--- src/rtl/spi_flash_preamble_pkg.sv ---
// Shared flash constants for the preamble sequencer and the fill path.
package spi_flash_preamble_pkg;

    localparam logic [7:0] OP_RES       = 8'hAB;
    localparam logic [7:0] OP_RSTEN     = 8'h66;
    localparam logic [7:0] OP_RST       = 8'h99;
    localparam logic [7:0] OP_RDID      = 8'h9F;
    localparam logic [7:0] OP_READ_DUAL = 8'h3B;

    localparam logic [1:0] SCK_ON  = 2'b01;
    localparam logic [1:0] SCK_OFF = 2'b00;

    typedef enum logic [2:0] {
        StIdle, StGap, StCmd, StWait, StRx, StFlush, StDone
    } state_e;

    typedef enum logic [1:0] {
        OpRes, OpRstEn, OpRst, OpRdid
    } op_e;

    function automatic logic [7:0] op_byte(op_e op);
        logic [7:0] b;
        b = OP_RDID;
        unique case (op)
            OpRes:   b = OP_RES;
            OpRstEn: b = OP_RSTEN;
            OpRst:   b = OP_RST;
            OpRdid:  b = OP_RDID;
            default: b = OP_RDID;
        endcase
        return b;
    endfunction

endpackage

--- src/rtl/spi_flash_preamble_byte_tx.sv ---
// 8-bit MSB-first shifter; zeros shift in so the data bit idles low once a byte is out.
module spi_byte_tx (
    input  logic       clk2x,
    input  logic       resetn,
    input  logic       load,
    input  logic [7:0] data,
    input  logic       shift,
    output logic       bit_out,
    output logic       byte_tick
);

    logic [7:0] sh_q;
    logic [2:0] bit_cnt_q;

    always_ff @(posedge clk2x or negedge resetn) begin
        if (!resetn) begin
            sh_q      <= '0;
            bit_cnt_q <= '0;
        end else if (load) begin
            sh_q      <= data;
            bit_cnt_q <= '0;
        end else if (shift) begin
            sh_q      <= {sh_q[6:0], 1'b0};
            bit_cnt_q <= bit_cnt_q + 3'd1;
        end
    end

    assign bit_out   = sh_q[7];
    assign byte_tick = shift && (bit_cnt_q == 3'd7);

endmodule

--- src/rtl/spi_flash_preamble.sv ---
// Flash bring-up sequencer: wake (0xAB), optional soft reset, JEDEC-ID read, then hand off pins.
module spi_flash_preamble
    import spi_flash_preamble_pkg::*;
#(
    parameter int unsigned T_RES   = 150,
    parameter int unsigned T_RST   = 1500,
    parameter int unsigned DO_RST  = 1,
    parameter int unsigned CS_GAP  = 4,
    parameter int unsigned RX_LAT  = 2,
    parameter logic [23:0] EXP_ID  = 24'hEF4016,
    parameter logic [23:0] ID_MASK = 24'hFF0000
) (
    input  logic        clk2x,
    input  logic        resetn,
    input  logic        i_start,
    output logic        o_own,
    output logic        o_busy,
    output logic        o_done,
    output logic        o_id_ok,
    output logic [23:0] o_jedec_id,
    output logic        o_csb,
    output logic [1:0]  o_sck,
    output logic        o_mosi,
    output logic        o_mosi_oe,
    input  logic        i_miso
);

    localparam int unsigned TMax = (T_RES > T_RST) ? T_RES : T_RST;
    localparam int unsigned CntMax = (TMax > CS_GAP) ? TMax : CS_GAP;
    localparam int unsigned CW = $clog2(CntMax + 1);
    // Counters load N-1 and exit on zero, so a state lasts exactly N cycles.
    localparam logic [CW-1:0] GapLd   = CW'(CS_GAP - 1);
    localparam logic [CW-1:0] ResLd   = CW'(T_RES - 1);
    localparam logic [CW-1:0] RstLd   = CW'(T_RST - 1);
    localparam logic [CW-1:0] FlushLd = CW'(RX_LAT - 1);

    state_e          state_q;
    op_e             op_q;
    logic [CW-1:0]   cnt_q;
    logic [1:0]      rx_bytes_q;
    logic            start_q, start_prev_q;
    logic [RX_LAT-1:0] qual_q;
    logic [RX_LAT:0] qual_ext;
    logic [23:0]     id_shifted;
    logic            start_edge, tx_load, tx_shift, byte_tick;
    logic [7:0]      tx_data;

    assign start_edge = start_q & ~start_prev_q;
    assign tx_load    = (state_q == StGap) && (cnt_q == '0);
    assign tx_shift   = (state_q == StCmd) || (state_q == StRx);
    assign tx_data    = op_byte(op_q);
    assign qual_ext   = {qual_q, state_q == StRx};
    assign id_shifted = {o_jedec_id[22:0], i_miso};

    spi_byte_tx u_tx (
        .clk2x     (clk2x),
        .resetn    (resetn),
        .load      (tx_load),
        .data      (tx_data),
        .shift     (tx_shift),
        .bit_out   (o_mosi),
        .byte_tick (byte_tick)
    );

    always_ff @(posedge clk2x or negedge resetn) begin
        if (!resetn) begin
            state_q      <= StIdle;
            op_q         <= OpRes;
            cnt_q        <= '0;
            rx_bytes_q   <= '0;
            start_q      <= 1'b0;
            start_prev_q <= 1'b0;
            qual_q       <= '0;
            o_own        <= 1'b1;
            o_busy       <= 1'b0;
            o_done       <= 1'b0;
            o_id_ok      <= 1'b0;
            o_jedec_id   <= '0;
            o_csb        <= 1'b1;
            o_sck        <= SCK_OFF;
            o_mosi_oe    <= 1'b0;
        end else begin
            start_q      <= i_start;
            start_prev_q <= start_q;
            // RX cycles delayed by the MISO return latency qualify each capture.
            qual_q       <= qual_ext[RX_LAT-1:0];
            if (qual_q[RX_LAT-1]) begin
                o_jedec_id <= id_shifted;
            end

            case (state_q)
                StIdle, StDone: begin
                    if (start_edge) begin
                        state_q    <= StGap;
                        cnt_q      <= GapLd;
                        op_q       <= OpRes;
                        o_own      <= 1'b1;
                        o_busy     <= 1'b1;
                        o_done     <= 1'b0;
                        o_id_ok    <= 1'b0;
                        o_jedec_id <= '0;
                    end
                end
                StGap: begin
                    if (cnt_q == '0) begin
                        state_q   <= StCmd;
                        o_csb     <= 1'b0;
                        o_sck     <= SCK_ON;
                        o_mosi_oe <= 1'b1;
                    end else begin
                        cnt_q <= cnt_q - CW'(1);
                    end
                end
                StCmd: begin
                    if (byte_tick) begin
                        o_mosi_oe <= 1'b0;
                        if (op_q == OpRdid) begin
                            state_q    <= StRx;
                            rx_bytes_q <= '0;
                        end else begin
                            o_csb <= 1'b1;
                            o_sck <= SCK_OFF;
                            unique case (op_q)
                                OpRes: begin
                                    state_q <= StWait;
                                    cnt_q   <= ResLd;
                                end
                                OpRstEn: begin
                                    state_q <= StGap;
                                    cnt_q   <= GapLd;
                                    op_q    <= OpRst;
                                end
                                default: begin
                                    state_q <= StWait;
                                    cnt_q   <= RstLd;
                                end
                            endcase
                        end
                    end
                end
                StWait: begin
                    if (cnt_q == '0) begin
                        state_q <= StGap;
                        cnt_q   <= GapLd;
                        op_q    <= (op_q == OpRes && DO_RST != 0) ? OpRstEn : OpRdid;
                    end else begin
                        cnt_q <= cnt_q - CW'(1);
                    end
                end
                StRx: begin
                    if (byte_tick) begin
                        rx_bytes_q <= rx_bytes_q + 2'd1;
                        if (rx_bytes_q == 2'd2) begin
                            state_q <= StFlush;
                            cnt_q   <= FlushLd;
                            o_csb   <= 1'b1;
                            o_sck   <= SCK_OFF;
                        end
                    end
                end
                StFlush: begin
                    if (cnt_q == '0) begin
                        // The final capture lands on this edge, so judge the shifted value.
                        state_q <= StDone;
                        o_own   <= 1'b0;
                        o_busy  <= 1'b0;
                        o_done  <= 1'b1;
                        o_id_ok <= ((id_shifted ^ EXP_ID) & ID_MASK) == '0;
                    end else begin
                        cnt_q <= cnt_q - CW'(1);
                    end
                end
                default: state_q <= StIdle;
            endcase
        end
    end

endmodule

--- config.mk ---
export PLATFORM = sky130hd
export DESIGN_NAME = spi_flash_preamble
export DESIGN_NICKNAME = d
export VERILOG_FILES = /design/src/rtl/spi_flash_preamble_pkg.sv /design/src/rtl/spi_flash_preamble_byte_tx.sv /design/src/rtl/spi_flash_preamble.sv
export SDC_FILE = /design/constraint.sdc
export NUM_CORES = 1
export LEC_CHECK = 0
export ABC_CLOCK_PERIOD_IN_PS = 3900
export BUFFER_PORTS_ARGS = -buffer_cell sky130_fd_sc_hd__buf_2
export CORE_ASPECT_RATIO = 2
export CORE_MARGIN = 2
export CORE_UTILIZATION = 58
export DETAILED_ROUTE_END_ITERATION = 6
export PLACE_DENSITY_LB_ADDON = 0.15
export SYNTH_ARGS = -nofsm -noshare
export SYNTH_HDL_FRONTEND = slang
export SYNTH_HIERARCHICAL = 1
export SYNTH_SLANG_ARGS = --single-unit
export TNS_END_PERCENT = 20
--- constraint.sdc ---
create_clock -name clk2x -period 3.9 [get_ports clk2x]
set_clock_uncertainty 0.15 [all_clocks]
set_input_delay 0.78 -clock clk2x [delete_from_list [all_inputs] [get_ports clk2x]]
set_output_delay 0.78 -clock clk2x [all_outputs]
set_load 0.1 [all_outputs]
==> metrics <==
slew margin rel. 19.9%; sw frac 41.3%; overall die height 108 µm; drc violations 0; Worst Hold Class reg2reg; IO Pins 37; fillers 458; Num Clock Sinks 64; crit-path max FO 13; Mean Syn Cell Area 9.98 µm²; Period minus WS final 3.16 ns; Clk pwr share 20.4%; clock slew at reported path FFs 0.06 ns; status completed; Final HPWL DP 4370 µm; Net Count, Synth 325; worst-margin pin slew 1.20 ns; commonest non-fill, non-tap cells in the layout 62 x dfrtp_1, 45 x nor2_1, 35 x buf_2, 33 x mux2i_1, 26 x nand2_1; cell taking the most area after synthesis dfrtp_1; antenna violations before repair 0; synth warn 6; die footprint 6080 µm²; port bufs 35; CTS hold repair buffers 0; Synth Flop Type dfrtp_1; worst skew pair latency 0.33 ns; diode count 0; Flop pwr share 41.9%; Internal Power 0.00133 W; vias per cell 5.70; Synth top area share 49.2%; Sequential cell area 1600 µm²; CTS root buf clkbuf_8; area of the multi-input gates 1400 µm²; synthesized area 3150 µm²; CTS Buffer Depth 2; gr ovfl total 0; synthesis-to-layout area growth 10.7%; crit-path cells nand2b_1, a21oi_1, and2_2, and2_1, o22a_1, o211ai_1, or2_2, inv_1, mux2_2; setup violators final 0; final setup TNS 0 ns; Routed WL 6200 µm; GRT Util Overall 21.7%; core area 5330 µm²; number of synthesized register bits 64; Final Max Slew Viols 0; Power Dens Cells 650 nW/µm²; GP Congestion 0.928; crit end category flip-flop; Initial DRC Count 76; WL/cell 15.1 µm; crit start category flip-flop; Net Switching 0.000937 W; Antenna Nets Post-Route 0; CTS tree built; RSZ-0062 raised after global routing false; max-cap violations 0; crit path DAT 3.21 ns; critical path class reg2reg; Layout Cells excl Fill 410; Post-Syn Instances 316; first-pass GRT wire length 10300 µm; layout cells sized above 1 18.3%; Gate power share 37.7%; Peak VDD IR 750 µV; H-tree depth 3; cell count after placement 394; Post-synth ARST share 100%; Max Clock Freq 317 MHz; CP required 3.96 ns; largest cells by area after synthesis dfrtp_1 49%, mux2i_1 10%, nor2_1 5.4%; Final nets 354; row cnt 38; Slowest-stage cell, CP o211ai_1; Initial Util 59.2%; pin count of the biggest net entering global routing 44; Final Hold Viols 0; post-CTS sizing 0; Num CTS Buffers 9; number of global-route vias before repair 2222; most common cell after layout, fill and taps aside dfrtp_1; Cell variety after synth 52; Post-synth EDFFs 0; DR vias 2337; drt pass-1 iters 4; Die Width 56.1 µm; leak pwr 1.67 nW; critical path's largest stage delay 0.72 ns; sequential cell area fraction in the yosys report 50.9%; postcts setup bufs 0; Final period util 81.0%
## Yosys cell counts (all sizes together), types with 4 or more instances
| cell | number |
|---|---|
| a21oi | 9 |
| a22o | 4 |
| buf | 11 |
| clkbuf | 10 |
| dfrtp | 62 |
| ha | 5 |
| inv | 13 |
| mux2i | 33 |
| nand2 | 26 |
| nand2b | 8 |
| nor2 | 45 |
| nor3 | 11 |
| o21ai | 22 |
| o31ai | 5 |
| o41ai | 4 |
| or3 | 9 |
## cells by family (layout without fill, tap and decap cells)
logic type | after synthesis | after routing | share of synthesized area (%)
buf+inv | 34 | 68 | 4.92
flops | 64 | 64 | 50.9
mux | 34 | 34 | 10.8
compound gates | 59 | 59 | 12.9
other cells | 1 | 1 | 0.119
simple gates | 118 | 118 | 18.1
xor+xnor | 1 | 1 | 0.278
fa+ha+maj | 5 | 5 | 1.98
## power groups by stage
stage          clock network [W]  logic, W  registers [W]
6_report                0.000461  0.000856       0.000950
5_1_grt                 0.000505  0.000942       0.000974
4_1_cts                 0.000477  0.000859       0.000948
3_5_place_dp                   0  0.000858       0.000958
3_3_place_gp                   0  0.000836       0.000950
2_1_floorplan                  0  0.000569        0.00108
## worst max-delay path, delay by kind of cell (launching register included)
| kind | cells | cell delay (ns) |
|---|---|---|
| compound gates | 3 | 1.04 |
| simple gates | 4 | 0.98 |
| flops | 1 | 0.57 |
| mux | 1 | 0.26 |
| buf+inv | 1 | 0.05 |
## metal layers
layer	vias to the layer above	wire, µm	global-route usage [%]
met5	-	0	0
met4	0	108	11.9
met3	10	199	2.63
met2	49	3100	33.7
met1	1126	2790	29.5
li1	1152	-	-
## metrics by stage
| stage | utilization [%] | setup WS, ns | instance area, µm² | hold WS [ns] | total power (W) |
|---|---|---|---|---|---|
| global placement | 62.6 | 0.913 | 3330 | 0.189 | 0.00179 |
| floorplan | - | 1.14 | 3150 | 0.181 | 0.00165 |
| CTS | 65.5 | 0.764 | 3490 | 0.207 | 0.00228 |
| finish | 65.5 | 0.742 | 3490 | 0.203 | 0.00227 |
| global route | 65.5 | 0.523 | 3490 | 0.208 | 0.00242 |
| detailed placement | 62.6 | 0.784 | 3330 | 0.190 | 0.00182 |
## cell type report
cell class | count | share of cell area, %
Clock inverter | 4 | 0.645
Clock buffer | 12 | 3.87
Tap cell | 60 | 2.15
Inverter | 13 | 1.40
Sequential cell | 64 | 46.0
Timing Repair Buffer | 39 | 5.88
Multi-Input combinational cell | 218 | 40.1
## final timing paths
check | slack (ns) | endpoint | cells past startpoint | from
worst max register to register | 0.74 | cnt_q[0] | 9 | state_q[2]
worst max-delay path | 0.74 | cnt_q[0] | 9 | state_q[2]
worst min-delay path | 0.20 | qual_q[1] | 0 | qual_q[0]
max in group asynchronous | 2.43 | o_own | 2 | resetn
min in group asynchronous | 0.26 | u_tx/sh_q[4] | 1 | resetn
worst min register to register | 0.20 | qual_q[1] | 0 | qual_q[0]
## sequential cells by signal (all words and copies together), names as in the netlist, 2 cells and up
register / cells
u_tx/bit_cnt_q: 3
op_q: 2
rx_bytes_q: 2
cnt_q: 11
u_tx/sh_q: 8
qual_q: 2
o_jedec_id: 24
state_q: 3
(Power assumes the default switching activity.)
